==> src/rtl/lcd_pkg.sv <==
// Shared definitions for the character-LCD sequencer: state encoding, init command ROM,
// HD44780 command constants and the predicate that picks the long post-command wait.
package lcd_pkg;

    typedef enum logic [2:0] {
        ST_POWERUP = 3'd0,
        ST_SETUP   = 3'd1,
        ST_PULSE   = 3'd2,
        ST_WAIT    = 3'd3,
        ST_IDLE    = 3'd4
    } state_t;

    localparam logic [7:0] LCD_CLEAR     = 8'h01;
    localparam logic [7:0] LCD_HOME      = 8'h02;
    localparam logic [7:0] LCD_FUNC_8B2L = 8'h38;
    localparam logic [7:0] LCD_DISP_ON   = 8'h0C;
    localparam logic [7:0] LCD_ENTRY_INC = 8'h06;

    localparam logic [1:0] INIT_LAST_IDX = 2'd3;

    function automatic logic [7:0] init_byte(input logic [1:0] idx);
        logic [7:0] b;
        case (idx)
            2'd0:    b = LCD_FUNC_8B2L;
            2'd1:    b = LCD_DISP_ON;
            2'd2:    b = LCD_CLEAR;
            default: b = LCD_ENTRY_INC;
        endcase
        return b;
    endfunction

    // Clear and both encodings of return-home need the long execution wait.
    function automatic logic is_slow_cmd(input logic rs, input logic [7:0] data);
        return !rs && ((data == LCD_CLEAR) || (data == LCD_HOME) || (data == 8'h03));
    endfunction

endpackage

==> src/rtl/lcd_rr_arbiter.sv <==
// Two-way round-robin arbiter: combinational one-hot grant, bit 0 = port A, bit 1 = port B.
// When both request, the port that was not granted last time wins.
module lcd_rr_arbiter (
    input  logic [1:0] req_i,
    input  logic       en_i,
    input  logic       last_grant_i,
    output logic [1:0] grant_o
);

    always_comb begin
        grant_o = 2'b00;
        if (en_i) begin
            case (req_i)
                2'b01:   grant_o = 2'b01;
                2'b10:   grant_o = 2'b10;
                2'b11:   grant_o = last_grant_i ? 2'b01 : 2'b10;
                default: grant_o = 2'b00;
            endcase
        end
    end

endmodule

==> src/rtl/lcd_sequencer.sv <==
// Owns the write-only 8-bit LCD bus: power-up delay, fixed init list, then round-robin byte
// writes from ports A/B; a request is accepted only in IDLE and each access takes setup+pulse+wait.
module lcd_sequencer
    import lcd_pkg::*;
#(
    parameter int unsigned T_POWERUP  = 750000,
    parameter int unsigned T_SETUP    = 2,
    parameter int unsigned T_EN_PULSE = 25,
    parameter int unsigned T_CMD      = 2000,
    parameter int unsigned T_CLEAR    = 82000,
    parameter int unsigned CNT_W      = 20
) (
    input  logic       clk,
    input  logic       reset,
    input  logic       a_valid,
    input  logic       a_rs,
    input  logic [7:0] a_data,
    output logic       a_ready,
    input  logic       b_valid,
    input  logic       b_rs,
    input  logic [7:0] b_data,
    output logic       b_ready,
    output logic       init_done,
    output logic       busy,
    output logic [7:0] lcd_data_bus,
    output logic       lcd_rs,
    output logic       lcd_rw,
    output logic       lcd_e
);

    localparam longint unsigned CNT_MAX = (64'd1 << CNT_W) - 64'd1;
    localparam bit PARAMS_OK =
        (CNT_W >= 1) && (CNT_W <= 32) &&
        (T_POWERUP  != 0) && (64'(T_POWERUP)  <= CNT_MAX) &&
        (T_SETUP    != 0) && (64'(T_SETUP)    <= CNT_MAX) &&
        (T_EN_PULSE != 0) && (64'(T_EN_PULSE) <= CNT_MAX) &&
        (T_CMD      != 0) && (64'(T_CMD)      <= CNT_MAX) &&
        (T_CLEAR    != 0) && (64'(T_CLEAR)    <= CNT_MAX);

    if (!PARAMS_OK) begin : g_bad_params
        $error("lcd_sequencer: every T_* must be nonzero and fit in CNT_W bits");
    end

    // Each phase ends when the counter reaches its length minus one.
    localparam logic [CNT_W-1:0] LAST_PWR   = CNT_W'(T_POWERUP - 1);
    localparam logic [CNT_W-1:0] LAST_SETUP = CNT_W'(T_SETUP - 1);
    localparam logic [CNT_W-1:0] LAST_PULSE = CNT_W'(T_EN_PULSE - 1);
    localparam logic [CNT_W-1:0] LAST_CMD   = CNT_W'(T_CMD - 1);
    localparam logic [CNT_W-1:0] LAST_CLEAR = CNT_W'(T_CLEAR - 1);

    state_t           state_q, state_d;
    logic [CNT_W-1:0] cnt_q, cnt_d;
    logic             init_q, init_d;
    logic [1:0]       idx_q, idx_d;
    logic             init_done_q, init_done_d;
    logic [7:0]       data_q, data_d;
    logic             rs_q, rs_d;
    logic             last_b_q, last_b_d;

    logic [CNT_W-1:0] phase_last;
    logic             phase_end;
    logic             accept_en;
    logic [1:0]       grant;

    assign accept_en = (state_q == ST_IDLE) && init_done_q;

    lcd_rr_arbiter u_arb (
        .req_i        ({b_valid, a_valid}),
        .en_i         (accept_en),
        .last_grant_i (last_b_q),
        .grant_o      (grant)
    );

    always_comb begin
        phase_last = '0;
        case (state_q)
            ST_POWERUP: phase_last = LAST_PWR;
            ST_SETUP:   phase_last = LAST_SETUP;
            ST_PULSE:   phase_last = LAST_PULSE;
            ST_WAIT:    phase_last = is_slow_cmd(rs_q, data_q) ? LAST_CLEAR : LAST_CMD;
            default:    phase_last = '0;
        endcase
    end

    assign phase_end = (cnt_q == phase_last);

    always_comb begin
        state_d     = state_q;
        init_d      = init_q;
        idx_d       = idx_q;
        init_done_d = init_done_q;
        data_d      = data_q;
        rs_d        = rs_q;
        last_b_d    = last_b_q;

        case (state_q)
            ST_POWERUP: begin
                if (phase_end) begin
                    state_d = ST_SETUP;
                    idx_d   = 2'd0;
                    data_d  = init_byte(2'd0);
                    rs_d    = 1'b0;
                end
            end
            ST_SETUP: begin
                if (phase_end) state_d = ST_PULSE;
            end
            ST_PULSE: begin
                if (phase_end) state_d = ST_WAIT;
            end
            ST_WAIT: begin
                if (phase_end) begin
                    if (init_q && (idx_q != INIT_LAST_IDX)) begin
                        idx_d   = idx_q + 2'd1;
                        data_d  = init_byte(idx_q + 2'd1);
                        rs_d    = 1'b0;
                        state_d = ST_SETUP;
                    end else begin
                        if (init_q) init_done_d = 1'b1;
                        init_d  = 1'b0;
                        state_d = ST_IDLE;
                    end
                end
            end
            ST_IDLE: begin
                if (grant[0]) begin
                    data_d   = a_data;
                    rs_d     = a_rs;
                    last_b_d = 1'b0;
                    state_d  = ST_SETUP;
                end else if (grant[1]) begin
                    data_d   = b_data;
                    rs_d     = b_rs;
                    last_b_d = 1'b1;
                    state_d  = ST_SETUP;
                end
            end
            default: state_d = ST_POWERUP;
        endcase

        if ((state_d != state_q) || (state_q == ST_IDLE)) cnt_d = '0;
        else                                                cnt_d = cnt_q + CNT_W'(1);
    end

    always_ff @(posedge clk) begin
        if (reset) begin
            state_q     <= ST_POWERUP;
            cnt_q       <= '0;
            init_q      <= 1'b1;
            idx_q       <= 2'd0;
            init_done_q <= 1'b0;
            data_q      <= 8'h00;
            rs_q        <= 1'b0;
            last_b_q    <= 1'b1;
        end else begin
            state_q     <= state_d;
            cnt_q       <= cnt_d;
            init_q      <= init_d;
            idx_q       <= idx_d;
            init_done_q <= init_done_d;
            data_q      <= data_d;
            rs_q        <= rs_d;
            last_b_q    <= last_b_d;
        end
    end

    assign a_ready      = accept_en;
    assign b_ready      = accept_en;
    assign init_done    = init_done_q;
    assign busy         = (state_q != ST_IDLE);
    assign lcd_e        = (state_q == ST_PULSE);
    assign lcd_data_bus = data_q;
    assign lcd_rs       = rs_q;
    assign lcd_rw       = 1'b0;

endmodule

==> config.mk <==
export PLATFORM = sky130hd
export DESIGN_NAME = lcd_sequencer
export DESIGN_NICKNAME = d
export VERILOG_FILES = /design/src/rtl/lcd_pkg.sv /design/src/rtl/lcd_rr_arbiter.sv /design/src/rtl/lcd_sequencer.sv
export SDC_FILE = /design/constraint.sdc
export NUM_CORES = 1
export LEC_CHECK = 0
export BUFFER_PORTS_ARGS = -buffer_cell sky130_fd_sc_hd__buf_2
export CAP_MARGIN = 20
export CORE_AREA = 2 2 65 114
export CTS_BUF_LIST = sky130_fd_sc_hd__clkbuf_4 sky130_fd_sc_hd__clkbuf_8
export DETAILED_ROUTE_END_ITERATION = 8
export DIE_AREA = 0 0 67 116
export PLACE_DENSITY = 0.6
export RECOVER_POWER = 50
export SETUP_SLACK_MARGIN = 0.15
export SYNTH_ARGS = -nofsm -noshare
export SYNTH_HDL_FRONTEND = slang
export SYNTH_SLANG_ARGS = --single-unit
export TNS_END_PERCENT = 50
==> constraint.sdc <==
create_clock -name clk -period 5.1 [get_ports clk]
set_clock_uncertainty 0.1 [all_clocks]
set_input_delay 0.51 -clock clk [delete_from_list [all_inputs] [get_ports clk]]
set_output_delay 0.51 -clock clk [all_outputs]
set_load 0.01 [all_outputs]
==> impl_results.md, run 1 <==
* Result of the run: finished clean
* Category of the most critical setup path: reg2reg
* Layout Nets at 342
* Setup slack after layout at 1.19 ns
* Die X at 67 µm
* Hold crit path type: reg2reg
* Final instance area at 2590 µm²
* Slowest-stage cell, CP: sky130_fd_sc_hd__dfxtp_1
* Delay of the slowest cell on the worst path at 0.76 ns
* GRT Overall Usage at 0.158
* End of the worst register-to-register path: lcd_data_bus[7]
* Share of the clock period used by the worst path at 0.766
* Fin Setup TNS at 0 ns
* Ys async rst share at 0
* Area Overhead vs Synth at 10.9%
* Gate power share at 0.050
* Clock power frac at 0.414
* Via count of the first global-routing pass at 2034
* Cell accounting for the most synthesized area: sky130_fd_sc_hd__dfxtp_1
* Most common cell type on the critical path: sky130_fd_sc_hd__or4b_1
* Worst slew margin relative to its limit at 0.342
* HPWL Detailed at 4430 µm
* RSZ-0062 raised after global routing: false
* Final cell count without fillers at 399
* CTS Hold Bufs at 0
* Required time of the critical path at 5.18 ns
* Number of antenna violations at the first check in global routing at 0
* Post-detailed-route wirelength per cell at 14.3 µm
* Synth Warn # at 0
* Count of flip-flops with a built-in enable after synthesis at 0
* Ports placed on the boundary at 37
* Net switching power figure at 124 µW
* Critical-path maximum fanout at 19
* Count of vias placed by the detailed router at 2096
* Initial core utilization at 0.343
* Hold-critical path endpoint: init_q
* WHS Path Cells at 1
* Prevailing post-synth register cell: sky130_fd_sc_hd__dfxtp_1
* Cell-internal power at 426 µW
* Routed WL at 5710 µm
* Clock Latency Late Sink at 0.30 ns
* Buffers added on ports at 35
* Min-delay src: init_q
* Num rows at 40
* TritonCTS buffer count at 5
* TritonCTS Sinks at 37
* Worst Path Arrival at 3.99 ns
* Buffers inserted by post-CTS timing repair at 0
* Crit path cell chain: or2_0 > a211o_1 > or4b_1 > or4b_1 > o21ai_0 > nand2_4 > mux2_4
* Number of iterations in the first detailed-routing pass at 4
* Sequential-to-total area share from yosys stat at 0.317
* Worst-margin pin slew at 0.978 ns
* Reg-to-reg slack, setup at 1.19 ns
* Ratio of total power to cell area at 212 nW/µm²
* GR Overflow Total at 0
* Final Hold Vio Count at 0
* RePlAce Congestion at 0.955
* Antenna viol nets, final at 0
* Maximum count of clock buffers along a single path at 2
* Mean post-synth cell area at 8.20 µm²
* Setup slack at placement at 1.87 ns
* Total inserted antenna cells at 0
* Post-synthesis sequential element count at 37
* Critical Path Sink Type: flop
* Syn Std Cell Area at 2340 µm²
* CTS tree: done
* Core box area at 6810 µm²
* CP Launch Type: flop
* Wire length of the first global-routing pass at 9340 µm
* Number of distinct library cell variants in the gate-level netlist after synthesis at 57
* Reg2Reg Depth at 7
* Die Area at 7770 µm²
* Layout filler cell count at 759
* Number of levels the H-tree was split into at 2
* Leakage power at 0.000958 µW
* Synthesized netlist cell count at 285
* Setup Viol. Count Final at 0
* Remaining DRCs at 0
* Max_cap viols at 0
* Pin count of the biggest net entering global routing at 25
* Count of placed standard cells including taps at 390
* Worst voltage drop across the vdd grid at 0.000139 V
* Final-report max-slew violation count at 0
* Clock-pin slew on the worst setup and hold paths at 0.08 ns
* Number of gates resized after CTS at 0
* Die extent in y at 116 µm
* Max Freq at 256 MHz
* Area of placed instances at 2530 µm²
* Initial DRC Count at 47
* Top cell type's share of synthesized area at 0.317
* Startpoint of the worst-slack reg-to-reg timing path: state_q[0]
* Root Buffer Master: sky130_fd_sc_hd__clkbuf_8
* Switching share of power at 0.225
* Synthesized net count at 313
* Portion of total power attributed to sequential cells at 0.536
* Vias per std cell at 5.25
* Share of layout cells above drive strength 1 at 0.137
* Largest cells by area after synthesis: sky130_fd_sc_hd__dfxtp_1, sky130_fd_sc_hd__nor2_1, sky130_fd_sc_hd__mux2i_1, sky130_fd_sc_hd__xnor2_1, sky130_fd_sc_hd__ha_1
* Time the worst path needs with I/O delays and setup at 3.91 ns
[per-layer routing]
metal  track usage  wire length, µm  vias up
li1              -                -     1050
met3        0.0243              157       14
met4        0.0707              166        0
met5             0                0        -
met2         0.308             3210       43
met1         0.157             2180      989
[worst max-delay path: cells and delay by family (launching register included)]
kind	cells	cell delay [ns]
DFF	1	0.76
AOI/OAI and AO/OA	2	0.93
and+or+nand+nor	4	1.65
muxes	1	0.35
[metrics by stage]
| stage | hold slack [ns] | power (µW) | util |
|---|---|---|---|
| detailed placement | 0.364 | 330 | 0.372 |
| finish | 0.382 | 550 | 0.381 |
| global placement | 0.349 | 329 | 0.372 |
| global route | 0.406 | 571 | 0.381 |
| CTS | 0.370 | 557 | 0.386 |
| floorplan | 0.340 | 317 | - |
[cells in the mapped netlist (5+ instances only)]
cell                        n
sky130_fd_sc_hd__nor2_1    46
sky130_fd_sc_hd__dfxtp_1   37
sky130_fd_sc_hd__nand2_1   15
sky130_fd_sc_hd__a21oi_1   14
sky130_fd_sc_hd__inv_1     12
sky130_fd_sc_hd__mux2i_1   12
sky130_fd_sc_hd__nand3_1   12
sky130_fd_sc_hd__nor3_1    10
sky130_fd_sc_hd__xnor2_1   10
sky130_fd_sc_hd__nand2b_1   9
sky130_fd_sc_hd__o21ai_0    9
sky130_fd_sc_hd__xor2_1     8
sky130_fd_sc_hd__ha_1       6
sky130_fd_sc_hd__a311oi_1   5
sky130_fd_sc_hd__clkbuf_1   5
[power groups by stage]
| stage | combinational, µW | clock, µW | sequential, µW |
|---|---|---|---|
| after floorplan | 18.0 | 0 | 299 |
| after global placement | 27.3 | 0 | 302 |
| after detailed placement | 28.1 | 0 | 302 |
| after CTS | 28.1 | 234 | 295 |
| after global routing | 30.7 | 245 | 295 |
| final | 27.5 | 228 | 295 |
[kinds of logic after synthesis]
kind of cell	Yosys count	synth area share
AOI/OAI and AO/OA	51	0.151
buffers and inverters	27	0.0584
xor gates and xnor gates	18	0.0675
adders and majority gates	6	0.0321
other	1	0.00161
DFF	37	0.317
muxes	19	0.0900
and+or+nand+nor	126	0.282
[how the worst max path moves through the flow]
stage / slack [ns] / to / cells after the start / start
2_1_floorplan: 2.42 / lcd_data_bus[6] / 8 / state_q[1]
3_3_place_gp: 1.88 / lcd_data_bus[6] / 7 / state_q[0]
3_5_place_dp: 1.87 / lcd_data_bus[7] / 7 / state_q[0]
4_1_cts: 1.84 / lcd_data_bus[7] / 7 / state_q[0]
5_1_grt: 0.96 / lcd_data_bus[7] / 7 / state_q[0]
6_report: 1.19 / lcd_data_bus[7] / 7 / state_q[0]
[sequential cells by signal, summed over array words and instances (netlist names)]
signal and flops:
lcd_data_bus 8, init_q 1, init_done 1, lcd_rs 1, idx_q 2, cnt_q 20, state_q 3, last_b_q 1
[layout by cell type (no fill, tap or decap), types with 4 or more instances in the layout]
master and count:
sky130_fd_sc_hd__nand2_1 15, sky130_fd_sc_hd__a311oi_1 5, sky130_fd_sc_hd__clkbuf_8 7, sky130_fd_sc_hd__xnor2_1 10, sky130_fd_sc_hd__o21ai_0 10, sky130_fd_sc_hd__nor3_1 10, sky130_fd_sc_hd__nand3_1 12, sky130_fd_sc_hd__clkbuf_1 14
sky130_fd_sc_hd__mux2i_1 12, sky130_fd_sc_hd__a21oi_1 14, sky130_fd_sc_hd__inv_1 12, sky130_fd_sc_hd__nand2b_1 9, sky130_fd_sc_hd__or3_1 4, sky130_fd_sc_hd__buf_2 21, sky130_fd_sc_hd__xor2_1 8, sky130_fd_sc_hd__nor2b_1 4
sky130_fd_sc_hd__dfxtp_1 37, sky130_fd_sc_hd__ha_1 6, sky130_fd_sc_hd__nor2_1 46, sky130_fd_sc_hd__mux2_2 4
[layout make-up]
cell class              count  area [µm²]  share of cell area
repair buffers             36         165              0.0638
multi-input cells         221        1430               0.552
well taps                  84         105              0.0406
flip-flops and latches     37         741               0.286
inverters                  13        48.8              0.0188
clock buffers               7        96.3              0.0372
clock inverters             1        5.00             0.00193
Note: power is estimated with default switching activity, not from simulation.
==> inputs of run 2 (changes only) <==
--- a/config.mk
+++ b/config.mk
@@ -5,12 +5,13 @@
 export SDC_FILE = /design/constraint.sdc
 export NUM_CORES = 1
 export LEC_CHECK = 0
+export ABC_AREA = 1
 export BUFFER_PORTS_ARGS = -buffer_cell sky130_fd_sc_hd__buf_2
 export CAP_MARGIN = 20
-export CORE_AREA = 2 2 65 114
+export CORE_AREA = 2 2 67 117
 export CTS_BUF_LIST = sky130_fd_sc_hd__clkbuf_4 sky130_fd_sc_hd__clkbuf_8
 export DETAILED_ROUTE_END_ITERATION = 8
-export DIE_AREA = 0 0 67 116
+export DIE_AREA = 0 0 69 119
 export PLACE_DENSITY = 0.6
 export RECOVER_POWER = 50
 export SETUP_SLACK_MARGIN = 0.15
==> constraint.sdc (replaced) <==
create_clock -name clk -period 4 [get_ports clk]
set_clock_uncertainty 0.1 [all_clocks]
set_input_delay 0.4 -clock clk [delete_from_list [all_inputs] [get_ports clk]]
set_output_delay 0.4 -clock clk [all_outputs]
set_load 0.01 [all_outputs]
==> impl_results.md, run 2 <==
* Vias per std cell at 4.80 (-8.6%)
* Post-detailed-route wirelength per cell at 12.2 µm (-14%)
* Buffers added on ports at 35 (unchanged)
* Fin Setup TNS at 0 ns (unchanged)
* GR Overflow Total at 0 (unchanged)
* Total area of sequential cells at 741 µm² (unchanged)
* Routed WL at 6380 µm (+12%)
* Syn Std Cell Area at 2510 µm² (+7.4%)
* Clock-pin slew on the worst setup and hold paths at 0.08 ns (about the same)
* RePlAce Congestion at 0.872 (-8.7%)
* Count of vias placed by the detailed router at 2501 (+19%)
* Most common cell in the netlist: sky130_fd_sc_hd__nand2_1
* Buffers inserted by post-CTS timing repair at 0 (unchanged)
* Synthesized net count at 429 (+37%)
* Final design utilization at 0.379 (-0.00160)
* Maximum count of clock buffers along a single path at 2 (unchanged)
* Final-report max-slew violation count at 0 (unchanged)
* Ys async rst share at 0 (unchanged)
* Number of gates resized after CTS at 0 (unchanged)
* Total inserted antenna cells at 0 (unchanged)
* Delay of the slowest cell on the worst path at 0.42 ns (-0.34 ns)
* Pin count of the biggest net entering global routing at 21 (-16%)
* Count of placed standard cells including taps at 513 (+32%)
* Leakage power at 0.00124 µW (+29%)
* Sequential-to-total area share from yosys stat at 0.295 (-0.0218)
* CP Launch Type: flop
* Via count of the first global-routing pass at 2323 (+14%)
* Worst slew margin relative to its limit at 0.492 (+0.150)
* Largest cells by area after synthesis: sky130_fd_sc_hd__dfxtp_1, sky130_fd_sc_hd__nand2_1, sky130_fd_sc_hd__nor2_1, sky130_fd_sc_hd__inv_1, sky130_fd_sc_hd__xor2_1
* Footprint of the multi-input gates at 1440 µm² (+0.96%)
* HPWL Detailed at 5060 µm (+14%)
* Clock Latency Late Sink at 0.30 ns (about the same)
* Top cell type's share of synthesized area at 0.295 (-0.0218)
* Hold crit path type: in2reg
* Critical-path maximum fanout at 13 (-6)
* Net switching power figure at 225 µW (+82%)
* Critical Path Sink Type: flop
* Cell-internal power at 616 µW (+44%)
* CTS tree: done
* Synth Warn # at 0 (unchanged)
* Share of layout cells above drive strength 1 at 0.106 (-0.0303)
* Commonest non-fill, non-tap cells in the layout: sky130_fd_sc_hd__nand2_1, sky130_fd_sc_hd__nor2_1, sky130_fd_sc_hd__inv_1
* Ports placed on the boundary at 37 (unchanged)
* Max_cap viols at 0 (unchanged)
* Die extent in y at 119 µm (+2.6%)
* Num rows at 42 (+5.0%)
* Number of levels the H-tree was split into at 2 (unchanged)
* Most common cell type on the critical path: sky130_fd_sc_hd__nand2_1
* Layout Nets at 460 (+35%)
* Slowest-stage cell, CP: sky130_fd_sc_hd__nor2_1
* Most common cell after layout, fill and taps aside: sky130_fd_sc_hd__nand2_1
* TritonCTS Sinks at 37 (unchanged)
* CTS Hold Bufs at 0 (unchanged)
* Portion of total power attributed to sequential cells at 0.466 (-0.070)
* RSZ-0062 raised after global routing: false
* Layout filler cell count at 827 (+9.0%)
* Remaining DRCs at 0 (unchanged)
* Final cell count without fillers at 521 (+31%)
* Mean post-synth cell area at 6.26 µm² (-24%)
* Time the worst path needs with I/O delays and setup at 3.00 ns (-0.909 ns)
* Count of flip-flops with a built-in enable after synthesis at 0 (unchanged)
* Register ranked first by flip-flop count: cnt_q
* TritonCTS buffer count at 5 (unchanged)
* Die Area at 8210 µm² (+5.6%)
* Setup Viol. Count Final at 0 (unchanged)
* Max Freq at 334 MHz (+30%)
* Ratio of total power to cell area at 302 nW/µm² (+42%)
* Share of the clock period used by the worst path at 0.749 (-0.0165)
* Final Hold Vio Count at 0 (unchanged)
* Switching share of power at 0.268 (+0.0430)
* Prevailing post-synth register cell: sky130_fd_sc_hd__dfxtp_1
* Gate power share at 0.135 (+0.085)
* Initial core utilization at 0.341 (-0.00221)
* Cell accounting for the most synthesized area: sky130_fd_sc_hd__dfxtp_1
* Core box area at 7360 µm² (+8.1%)
* Synthesized netlist cell count at 401 (+41%)
* Wire length of the first global-routing pass at 10500 µm (+13%)
* Antenna viol nets, final at 0 (unchanged)
* Number of iterations in the first detailed-routing pass at 4 (unchanged)
* Number of distinct library cell variants in the gate-level netlist after synthesis at 32 (-44%)
* Clock power frac at 0.399 (-0.015)
* Reg2Reg Depth at 14 (+7)
* GRT Overall Usage at 0.160 (+0.00181)
* Worst-margin pin slew at 0.760 ns (-0.218 ns)
* Die X at 69 µm (+3.0%)
* WHS Path Cells at 2 (+1)
* Root Buffer Master: sky130_fd_sc_hd__clkbuf_8
* Result of the run: finished clean
* Area Overhead vs Synth at 11.1%
* Most frequent cells after synthesis: sky130_fd_sc_hd__nand2_1, sky130_fd_sc_hd__nor2_1, sky130_fd_sc_hd__inv_1
* Required time of the critical path at 4.10 ns (-1.08 ns)
* Crit path cell chain: inv_1 > nand3_1 > inv_1 > nand2_1 > nand2_1 > nand2_1 > nand2_1 > nand3_1 > nor2_1 > nand2_2 > inv_1 > nand2_1 > nand2_1 > nor2_1
* Post-synthesis sequential element count at 37 (unchanged)
* Category of the most critical setup path: reg2reg
* Worst Path Arrival at 3.10 ns (-0.89 ns)
* Worst voltage drop across the vdd grid at 0.000112 V (-20%)
* Flip-flop count of the largest register, all copies and words added at 20 (unchanged)
* Initial DRC Count at 135 (+190%)
* Number of antenna violations at the first check in global routing at 0 (unchanged)
## run 2: layout make-up
type,instances,share of cell area
multi-input combinational,296,0.518
tap,88,0.0395
inverter,57,0.0776
sequential,37,0.266
clock buffer,6,0.0274
timing repair buffer,35,0.0583
clock inverter,2,0.0139
## run 2: metrics by stage
stage | hold WS [ns] | instance area, µm² | setup WS (ns) | power, µW
after floorplan | 0.339 | 2510 | 1.99 | 486
after global placement | 0.355 | 2710 | 1.50 | 517
after detailed placement | 0.359 | 2710 | 1.39 | 518
after CTS | 0.194 | 2830 | 1.36 | 857
after global routing | 0.220 | 2790 | 0.599 | 885
final | 0.209 | 2790 | 1.00 | 841
## run 2: layer usage
layer / up-vias / global-route usage / wire length, µm
met5: - / 0 / 0
met1: 1120 / 0.149 / 2350
met4: 0 / 0.0858 / 268
li1: 1304 / - / -
met2: 62 / 0.318 / 3520
met3: 15 / 0.0279 / 237
## run 2: kinds of logic after synthesis
logic type      Yosys count  synth area share
compound gates           34            0.0773
xor+xnor                 19            0.0663
fa+ha+maj                 6            0.0299
buf+inv                  68             0.118
flops                    37             0.295
other cells               1           0.00149
simple gates            236             0.411
## run 2: critical path, delay by kind of cell (launching register included)
kind                   cells  cell delay (ns)
buffers and inverters      3             0.81
flip-flops                 1             0.31
AND/OR/NAND/NOR           11             1.66
## run 2: power by group through the flow
stage	combinational, µW	sequential [µW]	clock [µW]
after floorplan	83.3	403	0
after global placement	117	400	0
after detailed placement	118	401	0
after CTS	118	392	346
after global routing	131	394	361
final	113	392	336
## run 2: final timing paths
check             startpoint   endpoint  slack (ns)
hold reg to reg       init_q     init_q        0.37
setup reg to reg  state_q[2]   idx_q[1]        1.00
setup / recovery  state_q[2]   idx_q[1]        1.00
hold / removal         reset  init_done        0.21
